===== src/rtl/traf_pkg.sv =====
// Shared traffic-controller definitions: phase state encodings and the
// one-hot lamp codes for main-street (5-bit) and side-street (3-bit) heads.
// Sibling traffic blocks import this package so the values stay in one place.
package traf_pkg;

   typedef enum logic [3:0] {
      ST_AR0 = 4'd0,
      ST_MG  = 4'd1,
      ST_MY  = 4'd2,
      ST_AR1 = 4'd3,
      ST_SG  = 4'd4,
      ST_SY  = 4'd5,
      ST_AR2 = 4'd6,
      ST_AG  = 4'd7,
      ST_AY  = 4'd8
   } state_e;

   localparam logic [4:0] MS_RED  = 5'b00100;
   localparam logic [4:0] MS_YEL  = 5'b00010;
   localparam logic [4:0] MS_GRN  = 5'b00001;
   localparam logic [4:0] MS_YARW = 5'b01000;
   localparam logic [4:0] MS_GARW = 5'b10000;

   localparam logic [2:0] SS_RED  = 3'b100;
   localparam logic [2:0] SS_YEL  = 3'b010;
   localparam logic [2:0] SS_GRN  = 3'b001;

endpackage


===== src/rtl/traf_phase_timer.sv =====
// Loadable down-counter used to time each phase.
//   CLK, RST_N   : clock, async active-low reset (value returns to RST_VAL)
//   i_load       : load i_load_val this edge (takes priority over counting)
//   i_load_val   : value to load, D-1 of the phase being entered
//   o_value      : current count
//   o_zero       : count is zero (last cycle of the phase)
module traf_phase_timer #(
   parameter int            TW      = 8,
   parameter logic [TW-1:0] RST_VAL = '0
) (
   input  logic          CLK,
   input  logic          RST_N,
   input  logic          i_load,
   input  logic [TW-1:0] i_load_val,
   output logic [TW-1:0] o_value,
   output logic          o_zero
);

   logic [TW-1:0] r_cnt;

   always_ff @(posedge CLK or negedge RST_N) begin
      if (!RST_N)          r_cnt <= RST_VAL;
      else if (i_load)     r_cnt <= i_load_val;
      else if (r_cnt != '0) r_cnt <= r_cnt - 1'b1;
   end

   assign o_value = r_cnt;
   assign o_zero  = (r_cnt == '0);

endmodule


===== src/rtl/traf_phase_scheduler.sv =====
// Intersection phase scheduler: sequences main / side / turn-arrow phases
// with yellow and all-red clearance, latches walk and turn requests until
// served, and decodes lamp and walk outputs from registered state only.
//   CLK, RST_N                  : clock, async active-low reset
//   turn_ms_sensor              : main-street turn request (level)
//   walk_ms_sensor              : request to cross main street (level)
//   walk_ss_sensor              : request to cross side street (level)
//   ms_1, ms_2                  : main-street heads, one-hot lamp code
//   ss_1, ss_2                  : side-street heads, one-hot lamp code
//   wm, ws                      : walk signals across main / side street
//   phase                       : current state encoding (status/debug)
module traf_phase_scheduler
   import traf_pkg::*;
#(
   parameter int T_MAIN_G  = 40,
   parameter int T_SIDE_G  = 30,
   parameter int T_ARROW_G = 20,
   parameter int T_YEL     = 5,
   parameter int T_RED     = 5,
   parameter int T_WALK    = 10,
   parameter int TW        = 8
) (
   input  logic       CLK,
   input  logic       RST_N,
   input  logic       turn_ms_sensor,
   input  logic       walk_ms_sensor,
   input  logic       walk_ss_sensor,
   output logic [4:0] ms_1,
   output logic [4:0] ms_2,
   output logic [2:0] ss_1,
   output logic [2:0] ss_2,
   output logic       wm,
   output logic       ws,
   output logic [3:0] phase
);

   localparam logic [TW-1:0] L_MAIN  = TW'(T_MAIN_G - 1);
   localparam logic [TW-1:0] L_SIDE  = TW'(T_SIDE_G - 1);
   localparam logic [TW-1:0] L_ARROW = TW'(T_ARROW_G - 1);
   localparam logic [TW-1:0] L_YEL   = TW'(T_YEL - 1);
   localparam logic [TW-1:0] L_RED   = TW'(T_RED - 1);

   state_e        r_state, w_state_nx;
   logic          w_adv;
   logic [TW-1:0] w_load_val, w_timer;
   logic          w_zero;
   logic          r_req_wm, r_req_ws, r_req_turn;
   logic          r_svc_wm, r_svc_ws;

   traf_phase_timer #(.TW(TW), .RST_VAL(L_RED)) u_timer (
      .CLK        (CLK),
      .RST_N      (RST_N),
      .i_load     (w_adv),
      .i_load_val (w_load_val),
      .o_value    (w_timer),
      .o_zero     (w_zero)
   );

   always_ff @(posedge CLK or negedge RST_N) begin
      if (!RST_N) r_state <= ST_AR0;
      else        r_state <= w_state_nx;
   end

   // w_adv marks the edge that enters w_state_nx; the timer reloads then.
   always_comb begin
      w_state_nx = r_state;
      w_adv      = w_zero;
      case (r_state)
         ST_AR0:  if (w_zero) w_state_nx = ST_MG;
         ST_MG:   if (w_zero) w_state_nx = ST_MY;
         ST_MY:   if (w_zero) w_state_nx = ST_AR1;
         ST_AR1:  if (w_zero) w_state_nx = ST_SG;
         ST_SG:   if (w_zero) w_state_nx = ST_SY;
         // Registered req_turn: a request landing on this same edge waits.
         ST_SY:   if (w_zero) w_state_nx = r_req_turn ? ST_AR2 : ST_AR0;
         ST_AR2:  if (w_zero) w_state_nx = ST_AG;
         ST_AG:   if (w_zero) w_state_nx = ST_AY;
         ST_AY:   if (w_zero) w_state_nx = ST_AR0;
         default: begin
            w_state_nx = ST_AR0;
            w_adv      = 1'b1;
         end
      endcase
   end

   always_comb begin
      case (w_state_nx)
         ST_MG:                 w_load_val = L_MAIN;
         ST_SG:                 w_load_val = L_SIDE;
         ST_AG:                 w_load_val = L_ARROW;
         ST_MY, ST_SY, ST_AY:   w_load_val = L_YEL;
         default:               w_load_val = L_RED;
      endcase
   end

   wire w_enter_mg  = w_adv && (w_state_nx == ST_MG);
   wire w_enter_sg  = w_adv && (w_state_nx == ST_SG);
   wire w_enter_ar2 = w_adv && (w_state_nx == ST_AR2);
   wire w_turn_busy = (r_state == ST_AR2) || (r_state == ST_AG) || (r_state == ST_AY);

   // Clearing on entry wins over a sensor seen on the same edge.
   always_ff @(posedge CLK or negedge RST_N) begin
      if (!RST_N) begin
         r_req_wm   <= 1'b0;
         r_req_ws   <= 1'b0;
         r_req_turn <= 1'b0;
         r_svc_wm   <= 1'b0;
         r_svc_ws   <= 1'b0;
      end else begin
         if (w_enter_mg) begin
            r_svc_ws <= r_req_ws;
            r_req_ws <= 1'b0;
         end else if (walk_ss_sensor && r_state != ST_MG) begin
            r_req_ws <= 1'b1;
         end
         if (w_enter_sg) begin
            r_svc_wm <= r_req_wm;
            r_req_wm <= 1'b0;
         end else if (walk_ms_sensor && r_state != ST_SG) begin
            r_req_wm <= 1'b1;
         end
         if (w_enter_ar2)                         r_req_turn <= 1'b0;
         else if (turn_ms_sensor && !w_turn_busy) r_req_turn <= 1'b1;
      end
   end

   // Output decode from registered state, timer and svc flags only.
   always_comb begin
      ms_1 = MS_RED;
      ss_1 = SS_RED;
      case (r_state)
         ST_MG:   ms_1 = MS_GRN;
         ST_MY:   ms_1 = MS_YEL;
         ST_SG:   ss_1 = SS_GRN;
         ST_SY:   ss_1 = SS_YEL;
         ST_AG:   ms_1 = MS_GARW;
         ST_AY:   ms_1 = MS_YARW;
         default: ;
      endcase
   end

   assign ms_2  = ms_1;
   assign ss_2  = ss_1;
   assign phase = r_state;
   // Timer counts D-1 down to 0, so the first T_WALK cycles have timer > D-1-T_WALK.
   assign ws    = (r_state == ST_MG) && r_svc_ws && (int'(w_timer) > T_MAIN_G - 1 - T_WALK);
   assign wm    = (r_state == ST_SG) && r_svc_wm && (int'(w_timer) > T_SIDE_G - 1 - T_WALK);

endmodule

===== config.mk =====
export PLATFORM = sky130hd
export DESIGN_NAME = traf_phase_scheduler
export DESIGN_NICKNAME = d
export VERILOG_FILES = /design/src/rtl/traf_pkg.sv /design/src/rtl/traf_phase_timer.sv /design/src/rtl/traf_phase_scheduler.sv
export SDC_FILE = /design/constraint.sdc
export NUM_CORES = 1
export LEC_CHECK = 0
export ABC_AREA = 0
export BUFFER_PORTS_ARGS = -buffer_cell sky130_fd_sc_hd__buf_2
export CAP_MARGIN = 20
export CORE_MARGIN = 5
export CORE_UTILIZATION = 25
export CTS_BUF_LIST = sky130_fd_sc_hd__clkbuf_4
export DETAILED_ROUTE_END_ITERATION = 8
export GPL_ROUTABILITY_DRIVEN = 1
export PLACE_DENSITY = 0.43
export SYNTH_ARGS = -nofsm -noshare
export SYNTH_HDL_FRONTEND = slang
export SYNTH_SLANG_ARGS = --single-unit

===== constraint.sdc =====
create_clock -name CLK -period 2.2 [get_ports CLK]
set_input_delay 0.11 -clock CLK [delete_from_list [all_inputs] [get_ports CLK]]
set_output_delay 0.11 -clock CLK [all_outputs]
set_load 0.05 [all_outputs]

# Word level (Yosys, flattened, before mapping)
# Cells that the tools add are included.
dict set report classes {
  mux 23
  add_sub_neg 1
  magnitude_cmp 2
  eq_ne 14
  n_reduce_logical 21
}
# operator count
set op_table {}
lappend op_table {{2-to-1 mux 4 bit} 9}
lappend op_table {{one-hot mux 4 bit (9 select lines)} 1}
lappend op_table {{equality test 4 x 3 -> 1 bit (second input constant)} 7}
lappend op_table {{one-hot mux 5 bit (4 select lines)} 1}
lappend op_table {{one-hot mux 6 bit (3 select lines)} 1}
lappend op_table {{greater-than comparator 8 x 5 -> 1 bit (second input constant)} 2}
lappend op_table {{2-to-1 mux 8 bit} 2}
lappend op_table {{logical AND 1 bit} 10}
lappend op_table {{OR reduction 9 bit} 1}
lappend op_table {{equality test 4 x 1 -> 1 bit (second input constant)} 2}
lappend op_table {{equality test 4 x 2 -> 1 bit (second input constant)} 2}
lappend op_table {{zero test 8 bit} 1}
lappend op_table {{nonzero test 2 bit} 4}
lappend op_table {{nonzero test 8 bit} 1}
lappend op_table {{subtractor 8 x 1 -> 8 bit (second input constant)} 1}
lappend op_table {{2-to-1 mux 1 bit} 7}
lappend op_table {{one-hot mux 3 bit (2 select lines)} 1}
lappend op_table {{equality test 4 bit (second input constant)} 1}
lappend op_table {{zero test 4 bit} 1}
lappend op_table {{inequality test 4 x 1 -> 1 bit (second input constant)} 1}
lappend op_table {{inequality test 4 x 3 -> 1 bit (second input constant)} 1}
lappend op_table {{2-to-1 mux 3 bit} 1}
lappend op_table {{logical OR 1 bit} 2}
lappend op_table {{zero test 1 bit} 1}
dict set report word_totals {
  wordCells 68
  inputBits 5
  ff_bits 17
  out_inout_bits 22
}

# Longest topological paths before layout
dict set report depth {
  depth_word 7
  ltp_mapped 6
  mapped_depth_nobuf 6
}

# By module
# A second synthesis with hierarchy kept.
dict set report hier_totals {
  hier_cells 142
  area_unflattened_um2 1216.2
}
# mod cells_each seq_area_each_um2 n_inst area_each_um2
set modules_own_cells {}
lappend modules_own_cells {traf_phase_scheduler 88 225.2 1 738.2}
lappend modules_own_cells {traf_phase_timer 54 201.4 1 478.0}

# Worst setup path after synthesis
# No wires, ideal clock.
dict set report synth_path {
  kind {register to output}
  start {register r_state[0], in the netlist phase[0]}
  end {output port ms_2[2]}
  t_arrival_ns 2.896
  required_ns 2.090
  path_stages_with_launch 7
  path_buffers 2
  setup_slack_ns -0.806
  cell_sequence {dfrtp_1 > clkbuf_1 > nand2_1 > a21oi_1 > a21oi_1 > o21ai_0 > buf_4}
}
dict set report synth_between {
  elab_chain_len 2
}
# item line_no
set synth_lines {}
lappend synth_lines {{from (decl)} traf_phase_scheduler.sv:43} ;# state_e r_state, w_state_nx;
lappend synth_lines {{from (signal assigned)} traf_phase_scheduler.sv:61} ;# else r_state <= w_state_nx;
lappend synth_lines {{equality test 4 bit (tied with other cells)} traf_phase_scheduler.sv:131} ;# case (r_state)
lappend synth_lines {{one-hot mux 5 bit (4 select lines) *} traf_phase_scheduler.sv:131}
lappend synth_lines {{to (decl)} traf_phase_scheduler.sv:29} ;# output logic [4:0] ms_2,
# Mark *: on every way between the ends. The rest lies on a longest branch, timed or not.

# Worst setup path in the final report
dict set report layout_path {
  start {register u_timer.r_cnt[0], in the netlist u_timer.o_value[0]}
  end {register u_timer.r_cnt[1], in the netlist u_timer.o_value[1]}
}
dict set report layout_between {
  elab_chain_len 6
}
# item line_no
set layout_lines {}
lappend layout_lines {{from (decl)} traf_phase_timer.sv:19} ;# logic [TW-1:0] r_cnt;
lappend layout_lines {{from (signal assigned)} traf_phase_timer.sv:23} ;# else if (i_load) r_cnt <= i_load_val;
lappend layout_lines {{from (signal assigned)} traf_phase_timer.sv:24} ;# else if (r_cnt != '0) r_cnt <= r_cnt - 1'b1;
lappend layout_lines {{zero test 8 bit} traf_phase_timer.sv:28} ;# assign o_zero = (r_cnt == '0);
lappend layout_lines {{2-to-1 mux 4 bit (tied with other cells)} traf_phase_scheduler.sv:78} ;# ST_AY: if (w_zero) w_state_nx = ST_AR0;
lappend layout_lines {{one-hot mux 4 bit (9 select lines)} traf_phase_scheduler.sv:68} ;# case (r_state)
lappend layout_lines {{equality test 4 x 3 -> 1 bit or equality test 4 x 1 -> 1 bit (tied branches)} traf_phase_scheduler.sv:87} ;# case (w_state_nx)
lappend layout_lines {{one-hot mux 6 bit (3 select lines)} traf_phase_scheduler.sv:87}
lappend layout_lines {{2-to-1 mux 8 bit} traf_phase_timer.sv:23}
# Parallel ways exist; a longest one is shown, timed or not. The select of a mux whose other input is x is not followed.
# A chain may end at the register's enable or synchronous reset.

==> qor.log <==
INFO  outcome        run_status=finished clean
INFO  global_routing grt.total_usage=0.09592
INFO  cells_and_area final_common_cell=sky130_fd_sc_hd__buf_2
INFO  sta            setup_viol=0
INFO  global_routing first_global_vias=897
INFO  setup_path     worst-setup-path-type=flip-flop to flip-flop
INFO  cells_and_area final_nets=150
INFO  global_routing grt.met1_usage=0.1321
INFO  cts            clock_tree_from_tritoncts=yes
INFO  sta            report.final.hold_viol_count=0
INFO  sta            timing.max_slew.rel_slack=0.5503
INFO  global_routing globalRoute.busiestLayer=met2
INFO  sta            fin_tns_setup=0ps
INFO  cts            worst_skew_pair.late_latency=290ps
INFO  cells_and_area final_design_area_no_fill=0.001325mm²
INFO  synth          synth-edff-count=0
INFO  floorplanning  dieWidth=76.25µm
INFO  synth          synth_async_sr_flop_share=1.000
INFO  setup_path     worstPathRequired=2370ps
INFO  setup_path     crit_fanout=5
INFO  power          p_sw=110.2µW
INFO  setup_path     worstReg2RegStart=u_timer.o_value[0]
INFO  cells_and_area final.fill_count=463
INFO  power          design_power=514.4µW
INFO  power          combPwrFrac=0.033
INFO  synth          synth_cell_type_count=41
INFO  floorplanning  floorplan.initialDensity=0.2555
INFO  setup_path     worstSetupPathDepth=6
INFO  setup_path     rrSetupSlack=150ps
INFO  global_routing gr-total-overflow=0
INFO  cells_and_area multiInputGateArea=618.1µm²
INFO  sta            timing.hold.ws=69.22ps
INFO  sta            grt_setup_unrepaired=no
INFO  synth          ys_ff_latch=17
INFO  sta            max_slew_violations=0
INFO  cts            numClockSinks=17
INFO  floorplanning  design.die.area=0.005814mm²
INFO  setup_path     timing.critical_path.max_delay_family=simple AND/OR/NAND/NOR gates
INFO  setup_path     timing.rr.end=u_timer.o_value[1]
INFO  floorplanning  design.core.area=0.004294mm²
INFO  synth          ys_dominant_reg_cell=sky130_fd_sc_hd__dfrtp_1
INFO  placement      dpl-instance-area=0.001280mm²
INFO  cts            htreeDepth=1
INFO  sta            finalCritPeriodShare=0.9304
INFO  cells_and_area most_frequent_cells_in_the_layout=sky130_fd_sc_hd__buf_2 (26), sky130_fd_sc_hd__dfrtp_1 (16), sky130_fd_sc_hd__nor3_1 (8)
INFO  cells_and_area areaGrowthSynthToFinish=20.75%
INFO  setup_path     cp-endpoint=u_timer.o_value[1]
INFO  placement      post-place-ws=136.2ps
INFO  detailed_routing drt.antenna.violating_nets=0
INFO  placement      gpl.final_weighted_congestion=0.7638
INFO  floorplanning  core.rowCount=24
INFO  power          irDropWorstVdd=0.0002401V
INFO  setup_path     reg2regPathDepth=6
INFO  global_routing antenna_found_initial=0
INFO  cts            postcts_setup_bufs=0
INFO  global_routing wire_length_of_the_first_global_routing_pass=4.623mm
INFO  detailed_routing detailedRoute.firstPassIterationCount=4
INFO  power          p_int=404.3µW
INFO  worst_hold_path holdCritPathClass=input pin to flip-flop
INFO  setup_path     cp_data_arrival_time=2220ps
INFO  cts            clock_path_buffers=2
INFO  placement      placement.io_buffers=26
INFO  detailed_routing initialDrtViolationCount=51
INFO  sta            fin_skew=7.115ps
INFO  detailed_routing detail_route.wl_per_cell=14.06µm
INFO  global_routing largest_net_degree_at_the_start_of_global_routing=18
INFO  setup_path     timing.critical_path.slowest_cell_delay=530ps
INFO  cts            master_cell_of_the_clock_root_buffer=sky130_fd_sc_hd__clkbuf_4
INFO  sta            timing_worst_slew_pin_value=674.6ps
INFO  detailed_routing routed-via-count=924
INFO  cells_and_area drive_gt1_frac=0.3944
INFO  power          seqPwrFrac=0.614
INFO  setup_path     critical_path.n_buffers_inverters=1
INFO  sta            fmax=488.6MHz
INFO  detailed_routing vias_per_cell=4.763
INFO  cells_and_area final-instance-count-excl-fill=194
INFO  power          power.density=388.2mW/mm²
INFO  synth          yosysWarningCount=0
INFO  synth          synthesis.area_per_instance=9.144µm²
INFO  placement      placed_cells_incl_taps=189
INFO  global_routing groute.layer.met3.usage=0.03073
INFO  setup_path     worstSetupStartpoint=u_timer.o_value[0]
INFO  synth          syn-cell-area=0.001097mm²
INFO  detailed_routing routed_wirelength=2.727mm
INFO  sta            fin_ws=153.2ps
INFO  cells_and_area num_antenna_cells=0
INFO  global_routing met2_usage=0.1490
INFO  setup_path     crit_chain=inv_1 -> ha_1 -> or3b_2 -> nor2_4 -> nor3_1 -> or4_1
INFO  setup_path     worst_setup_sp_type=flip-flop
INFO  power          clock_power_share=0.354
INFO  cells_and_area final-seq-area=426.7µm²
INFO  job            drv_cap=0
INFO  setup_path     cpMaxStageDelayCell=sky130_fd_sc_hd__or3b_2
INFO  floorplanning  num_io_pins=27
INFO  placement      place_hpwl=2.109mm
INFO  detailed_routing route.detailed.drc=0
INFO  sta            fin_crit=2047ps
INFO  cts            clkSlewWorstSetupHoldPaths=100ps
INFO  power          leakage=0.6120nW
INFO  cts            cts_buffers=3
INFO  synth          syn_inst=120
INFO  cells_and_area layout.core_utilization=0.3086
INFO  power          power_switching_share=0.2142
INFO  synth          register_area_share_after_synthesis=0.3888
INFO  synth          syn_nets=127
INFO  floorplanning  dieHeight=76.25µm
INFO  setup_path     endpoint_kind=flip-flop
[flip-flops by register name, summed over array words and instances (netlist names)]
signal,count
u_timer.o_value,8
r_req_wm,1
r_svc_ws,1
r_svc_wm,1
phase,4
r_req_turn,1
r_req_ws,1
[cells by family after synthesis]
family	after synthesis	share of synthesized area
adders and majority gates	2	0.02280
xor gates and xnor gates	7	0.05587
AOI/OAI and AO/OA	21	0.1095
DFF	17	0.3888
muxes	4	0.04332
and+or+nand+nor	52	0.2874
buffers and inverters	17	0.09235
[worst min-delay path by stage]
stage                               from            endpoint  slack (ps)  depth (start not counted)
after floorplan                    RST_N            phase[0]        -190                          0
after global placement             RST_N  u_timer.o_value[6]          60                          1
after detailed placement           RST_N  u_timer.o_value[6]          70                          1
after CTS                 walk_ss_sensor            r_req_ws          60                          3
after global routing      turn_ms_sensor          r_req_turn          90                          2
final                     walk_ss_sensor            r_req_ws          70                          3
[power groups by stage]
stage	clock network [mW]	registers, mW	logic [mW]
floorplan	0	0.322	0.00513
global placement	0	0.322	0.0160
detailed placement	0	0.322	0.0161
CTS	0.191	0.316	0.0175
global route	0.198	0.316	0.0203
finish	0.182	0.316	0.0167
[repair_timing]
item | CTS | global route
resized for setup | 0 | 1
hold buffers | 1 | 0
endpoints found under the setup margin | 0 | 2
hold endpoints to repair | 16 | 0
[synth_stat cells (2+ instances only)]
cell                       instances  area, µm²
sky130_fd_sc_hd__nor2b_1           2      12.51
sky130_fd_sc_hd__xnor2_1           5      43.79
sky130_fd_sc_hd__or2_2             2      12.51
sky130_fd_sc_hd__nand2_1           7      26.28
sky130_fd_sc_hd__inv_1             4      15.01
sky130_fd_sc_hd__o21ai_0           6      30.03
sky130_fd_sc_hd__xor2_1            2      17.52
sky130_fd_sc_hd__clkbuf_1          4      15.01
sky130_fd_sc_hd__nand2b_1          2      12.51
sky130_fd_sc_hd__a21oi_1           8      40.04
sky130_fd_sc_hd__nor2_1           10      37.54
sky130_fd_sc_hd__dfrtp_1          16      400.4
sky130_fd_sc_hd__or3_1             3      18.77
sky130_fd_sc_hd__or3b_2            2      17.52
sky130_fd_sc_hd__nor3_1            9      45.04
sky130_fd_sc_hd__mux2_2            2      22.52
sky130_fd_sc_hd__ha_1              2      25.02
sky130_fd_sc_hd__buf_4             8      60.06
sky130_fd_sc_hd__or4_4             2      22.52
sky130_fd_sc_hd__o22ai_1           2      12.51
sky130_fd_sc_hd__nor3b_1           2      15.01
[worst min-delay path, cell delays in order]
cell and delay (ps):
sky130_fd_sc_hd__buf_2 80, sky130_fd_sc_hd__nor2_1 30, sky130_fd_sc_hd__a21oi_1 100
[cell type report]
cell class              instances  share of cell area
multi-input cells              86              0.4665
flip-flops and latches         17              0.3220
well taps                      52             0.04910
repair buffers                 31              0.1284
clock buffers                   4             0.02266
inverters                       4             0.01133
[metal layers]
layer | share of wire | wire length (µm)
met1 | 0.46 | 1253
met2 | 0.48 | 1307
met3 | 0.055 | 151
met4 | 0.0051 | 14
met5 | 0 | 0
No activity file was read; power rests on OpenSTA's default activity.
